## config.mk

```make
export PLATFORM = sky130hd
export DESIGN_NAME = shutdown_sense_scanner
export DESIGN_NICKNAME = d
export VERILOG_FILES = /design/src/rtl/shutdown_sense_scanner.sv
export SDC_FILE = /design/constraint.sdc
export NUM_CORES = 1
export LEC_CHECK = 0
export ABC_AREA = 0
export BUFFER_PORTS_ARGS = -buffer_cell sky130_fd_sc_hd__buf_2
export CORE_AREA = 10 10 69 71
export CTS_BUF_LIST = sky130_fd_sc_hd__clkbuf_4
export DETAILED_ROUTE_END_ITERATION = 8
export DIE_AREA = 0 0 79 81
export PLACE_DENSITY = 0.8
export REMOVE_ABC_BUFFERS = 1
export SYNTH_ARGS = -nofsm -noshare
export SYNTH_HDL_FRONTEND = slang
export SYNTH_SLANG_ARGS = --single-unit
```

## constraint.sdc

```tcl
create_clock -name clk -period 4.8 [get_ports clk]
set_input_delay 0.24 -clock clk [delete_from_list [all_inputs] [get_ports clk]]
set_output_delay 0.24 -clock clk [all_outputs]
set_load 0.005 [all_outputs]
```

## src/rtl/shutdown_sense_scanner.sv

```systemverilog
// Shared shutdown-sense line scanner: walks the external 8:1 mux across the
// populated boards, waits for the mux to settle, debounces the synchronized
// sense level and latches the first confirmed shutdown for the hardware manager.
module shutdown_sense_scanner #(
  parameter int unsigned SETTLE_CYCLES = 250,
  parameter int unsigned DEBOUNCE      = 4
) (
  input  logic       clk,
  input  logic       resetn,
  input  logic       scan_en,
  input  logic [7:0] board_mask,
  input  logic       sense_in,
  input  logic       clear,
  output logic       mux_en,
  output logic [2:0] mux_sel,
  output logic       shutdown_sense,
  output logic [2:0] sense_num,
  output logic       scan_done
);

  localparam int unsigned TimerW = (SETTLE_CYCLES > 1) ? $clog2(SETTLE_CYCLES) : 1;
  localparam int unsigned HitW   = (DEBOUNCE > 1) ? $clog2(DEBOUNCE) : 1;
  localparam logic [TimerW-1:0] SettleLast = TimerW'(SETTLE_CYCLES - 1);
  localparam logic [HitW-1:0]   HitLast    = HitW'(DEBOUNCE - 1);

  typedef enum logic [1:0] {StIdle, StSettle, StSample, StFault} state_e;

  state_e            state_q, state_d;
  logic [TimerW-1:0] timer_q, timer_d;
  logic [HitW-1:0]   hit_q, hit_d;
  logic              mux_en_q, mux_en_d;
  logic [2:0]        mux_sel_q, mux_sel_d;
  logic              latched_q, latched_d;
  logic [2:0]        num_q, num_d;
  logic              done_q, done_d;
  logic [1:0]        sync_q;
  logic              sense_s;
  logic              confirm;
  logic [2:0]        next_sel;

  // Lowest populated board, used when a scan starts from IDLE.
  function automatic logic [2:0] lowest_set(input logic [7:0] mask);
    logic [2:0] res;
    res = 3'd0;
    for (int i = 7; i >= 0; i--) begin
      if (mask[i]) res = 3'(i);
    end
    return res;
  endfunction

  // Next populated board strictly above cur, wrapping; a lone bit returns cur.
  function automatic logic [2:0] next_set(input logic [7:0] mask, input logic [2:0] cur);
    logic [2:0] res;
    logic [2:0] idx;
    res = cur;
    for (int k = 8; k >= 1; k--) begin
      idx = cur + 3'(k);
      if (mask[idx]) res = idx;
    end
    return res;
  endfunction

  assign sense_s  = sync_q[1];
  assign next_sel = next_set(board_mask, mux_sel_q);

  // Two-flop synchronizer for the asynchronous comparator output.
  always_ff @(posedge clk or negedge resetn) begin
    if (!resetn) sync_q <= 2'b00;
    else         sync_q <= {sync_q[0], sense_in};
  end

  // Next-state, mux control and fault latch decisions.
  always_comb begin
    state_d   = state_q;
    timer_d   = timer_q;
    hit_d     = hit_q;
    mux_en_d  = mux_en_q;
    mux_sel_d = mux_sel_q;
    latched_d = latched_q;
    num_d     = num_q;
    done_d    = 1'b0;
    confirm   = 1'b0;

    if (!scan_en) begin
      state_d   = StIdle;
      mux_en_d  = 1'b0;
      mux_sel_d = 3'd0;
      timer_d   = '0;
      hit_d     = '0;
    end else begin
      unique case (state_q)
        StIdle: begin
          if (board_mask != 8'h00) begin
            mux_sel_d = lowest_set(board_mask);
            mux_en_d  = 1'b1;
            timer_d   = '0;
            hit_d     = '0;
            state_d   = StSettle;
          end else begin
            mux_en_d  = 1'b0;
            mux_sel_d = 3'd0;
          end
        end
        StSettle: begin
          if (timer_q == SettleLast) state_d = StSample;
          else                       timer_d = timer_q + TimerW'(1);
        end
        StSample: begin
          if (sense_s) begin
            if (hit_q == HitLast) begin
              confirm = 1'b1;
              state_d = StFault;
            end else begin
              hit_d = hit_q + HitW'(1);
            end
          end else begin
            hit_d   = '0;
            timer_d = '0;
            if (board_mask == 8'h00) begin
              state_d   = StIdle;
              mux_en_d  = 1'b0;
              mux_sel_d = 3'd0;
            end else begin
              mux_sel_d = next_sel;
              state_d   = StSettle;
              done_d    = (next_sel <= mux_sel_q);
            end
          end
        end
        StFault: begin
          if (clear) begin
            state_d   = StIdle;
            mux_en_d  = 1'b0;
            mux_sel_d = 3'd0;
          end
        end
      endcase
    end

    // A new confirmation beats a simultaneous clear; otherwise the first fault sticks.
    if (confirm && (clear || !latched_q)) begin
      latched_d = 1'b1;
      num_d     = mux_sel_q;
    end else if (clear) begin
      latched_d = 1'b0;
      num_d     = 3'd0;
    end
  end

  // State and registered outputs.
  always_ff @(posedge clk or negedge resetn) begin
    if (!resetn) begin
      state_q   <= StIdle;
      timer_q   <= '0;
      hit_q     <= '0;
      mux_en_q  <= 1'b0;
      mux_sel_q <= 3'd0;
      latched_q <= 1'b0;
      num_q     <= 3'd0;
      done_q    <= 1'b0;
    end else begin
      state_q   <= state_d;
      timer_q   <= timer_d;
      hit_q     <= hit_d;
      mux_en_q  <= mux_en_d;
      mux_sel_q <= mux_sel_d;
      latched_q <= latched_d;
      num_q     <= num_d;
      done_q    <= done_d;
    end
  end

  assign mux_en         = mux_en_q;
  assign mux_sel        = mux_sel_q;
  assign shutdown_sense = latched_q;
  assign sense_num      = num_q;
  assign scan_done      = done_q;

endmodule

```

==> results.md <==
- Number of remaining DRC errors: 0
- Seq/Total Area, Yosys: 0.285
- Largest family of logic cells by synthesized area: compound AO/OA/AOI/OAI gates
- Post-CTS Resized: 0
- Tmin final: 3920 ps
- Xor and xnor area share after synthesis: 0.0174
- Vias in the first global route: 1,733
- #FFs+latches synth: 23
- DP HPWL: 3.44 mm
- Nets: 258
- I/O Buffers: 21
- Final wirelength: 4.70 mm
- GR Overflow Total: 0
- Compound-Gate Fraction of Synth Area: 0.232
- Comb pwr share: 0.593
- Largest net degree at the start of global routing: 25
- Max Freq: 0.255 GHz
- Worst Tran Pin Value: 870 ps
- Slowest-stage cell, CP: dfrtp_1
- RSZ-0062 raised after global routing: no
- Core ar.: 3520 µm²
- Inserted Clock Buffers: 3
- Power Dens Cells: 388 nW/µm²
- R2R Path End: scan_done
- CTS Sinks: 23
- Slew headroom: 0.416
- First-pass GRT wire length: 7.89 mm
- Starting Density: 0.573
- Total Routing Usage GR: 0.147
- Top cell by count, worst path: ha_1
- Worst-path cell chain: inv_1 > ha_1 > mux4_2 > mux2_4 > a2111oi_4 > o31a_2 > a21oi_2 > ha_1 > a21o_1 > a21oi_1 > a31oi_1 > nor2_1
- Min-delay worst type: input port to register
- Required time worst endpoint: 5050 ps
- Row cnt: 22
- Critical path peak fanout: 16
- Asr flop ratio synth: 1.00
- Layout cells sized above 1: 0.191
- Clk buf depth: 2
- WS Path Type: register to register
- Total iterations of the first detailed-routing run: 4
- Clock Pin Slew Worst Setup and Hold Paths: 120 ps
- Initial antenna violation count: 0
- Fillers: 340
- Clock power frac: 0.111
- Avg Vias per Cell: 6.36
- Final Hold Viols: 0
- Worst Hold Path EP: sync_q[0]
- Later-pin clock latency in the skew report: 310 ps
- Routed Antenna Nets: 0
- Internal power: 0.475 mW
- Max-slew violation count: 0
- Placer Congestion: 0.926
- Final instance area: 2170 µm²
- Simple logic cell fraction of the synthesized area: 0.177
- Area growth from synthesis to layout: 7.63%
- Worst R2R Start: mux_sel[1]
- Synthesized instance count: 220
- Final setup TNS: 0 ps
- CP max stage delay: 720 ps
- Htree depth: 1
- WL/cell: 16.5 µm
- Max cap viols: 0
- Status: finished, final reports clean
- HP Start: sense_in
- Mux share of post-synthesis cell area: 0.181
- Startpoint Class: register
- Reg-to-reg setup timing slack: 880 ps
- Mapped cell area: 2020 µm²
- Root Buffer: clkbuf_4
- Sw Share: 0.437
- Final period util: 0.817
- Ports: 22
- CP Data Arrival Time: 4180 ps
- Sw power: 0.369 mW
- Worst vdd ir: 0.212 mV
- Syn. warnings: 0
- Static leakage: 0.930 nW
- Top_reg_cell synth: dfrtp_1
- Placed inst area: 2130 µm²
- CTS tree: yes
- Netlist cell types: 54
- Die X-Extent: 79 µm
- Number of synthesized flops with an enable pin: 0
- Die height: 81 µm
- Full die area: 6400 µm²
- Setup violators final: 0
- Avg Synthesized Cell Area: 9.17 µm²
- Ant diodes: 0
- Reg2Reg Depth: 12
- Reg power frac: 0.296
- Vias: 1,806
- Critical Path Sink Type: register
- Cell depth of the worst hold path: 1
- DRT iter0 DRCs: 162
- Worst clock skew: 8.89 ps
- Synth Area in Adders: 0.0496
## timing repair
item / in CTS / in global routing
hold buffers: 1 / 0
endpoints found under the setup margin: 0 / 0
buffers inserted: 0 / 0
endpoints found under the hold margin: 23 / 0
## metal layers
metal | part of all wire | global-route usage | vias up
met4 | 0.026 | 0.0681 | 0
li1 | - | - | 874
met2 | 0.49 | 0.255 | 46
met5 | 0 | 0 | -
met1 | 0.44 | 0.176 | 875
met3 | 0.048 | 0.0199 | 11
## how the worst max path moves through the flow
stage | start | slack (ps) | end | cells past startpoint
floorplan | mux_sel[0] | 1170 | scan_done | 12
global placement | mux_sel[1] | 1110 | scan_done | 12
detailed placement | mux_sel[1] | 930 | scan_done | 12
CTS | mux_sel[1] | 900 | scan_done | 12
global route | mux_sel[1] | 620 | scan_done | 12
finish | mux_sel[1] | 880 | scan_done | 12
## worst max-delay path, delay by kind of cell (launching register included)
kind                       cells  cell delay (ps)
muxes                          2              950
AOI/OAI and AO/OA              6              950
and+or+nand+nor                1              100
buffers and inverters          1              240
adders and majority gates      2              920
DFF                            1              720
## final cells by class
cell class	instances	area, µm²	share of cell area
repair buffers	23	123	0.0565
well taps	48	60.1	0.0276
inverters	15	56.3	0.0259
flip-flops and latches	23	576	0.265
clock buffers	4	30.0	0.0138
multi-input cells	171	1330	0.611
## metrics by stage
step                      hold WS, ps  cells  setup WS, ps  power (mW)  utilization
final                            34.1    284           879       0.844        0.616
after global routing             24.0    284           623       0.913        0.616
after CTS                        28.1    284           899       0.845        0.616
after detailed placement          239    279           930       0.750        0.605
after floorplan                 -55.6    209          1170       0.632            -
after global placement            231    279          1110       0.733        0.605
## logic make-up (layout without fill, tap and decap cells)
| kind of cell | after synthesis | count (layout) |
|---|---|---|
| AND/OR/NAND/NOR | 70 | 70 |
| AO/OA/AOI/OAI | 66 | 66 |
| buffers and inverters | 26 | 42 |
| multiplexers | 23 | 23 |
| flip-flops | 23 | 23 |
| adder cells (fa/ha/maj) | 8 | 8 |
| XOR/XNOR | 4 | 4 |
## placed cells by master, fill, tap and decap left out, types with 6 or more instances in the layout
| master | instances |
|---|---|
| mux4_2 | 7 |
| ha_1 | 8 |
| nand3_1 | 6 |
| inv_1 | 15 |
| nor3_1 | 7 |
| a21oi_1 | 12 |
| nor2_1 | 15 |
| o21ai_0 | 17 |
| nand2_1 | 15 |
| buf_2 | 21 |
| mux2_2 | 7 |
| dfrtp_1 | 23 |
| nand2b_1 | 6 |
## cell usage after synthesis (6+ instances only)
master / instances / area share
nand2b_1: 6 / 0.019
a21oi_1: 12 / 0.030
nand3_1: 6 / 0.015
o21ai_0: 17 / 0.042
dfrtp_1: 23 / 0.29
nor3_1: 7 / 0.017
inv_1: 15 / 0.028
mux2_2: 7 / 0.039
ha_1: 8 / 0.050
nor2_1: 15 / 0.028
nand2_1: 15 / 0.028
clkbuf_1: 6 / 0.011
mux4_2: 7 / 0.078
## flip-flops by register name, summed over array words and instances (netlist names)
register	cells
timer_q	8
mux_sel	3
sense_num	3
hit_q	2
state_q	2
sync_q	2
mux_en	1
scan_done	1
shutdown_sense	1
## power groups by stage
stage               Sequential, mW  Clock [mW]  Combinational, mW
finish                       0.250      0.0938              0.500
global route                 0.256       0.102              0.555
CTS                          0.249      0.0970              0.499
detailed placement           0.253           0              0.497
global placement             0.252           0              0.481
floorplan                    0.260           0              0.372
Note: power is estimated with default switching activity, not from simulation.
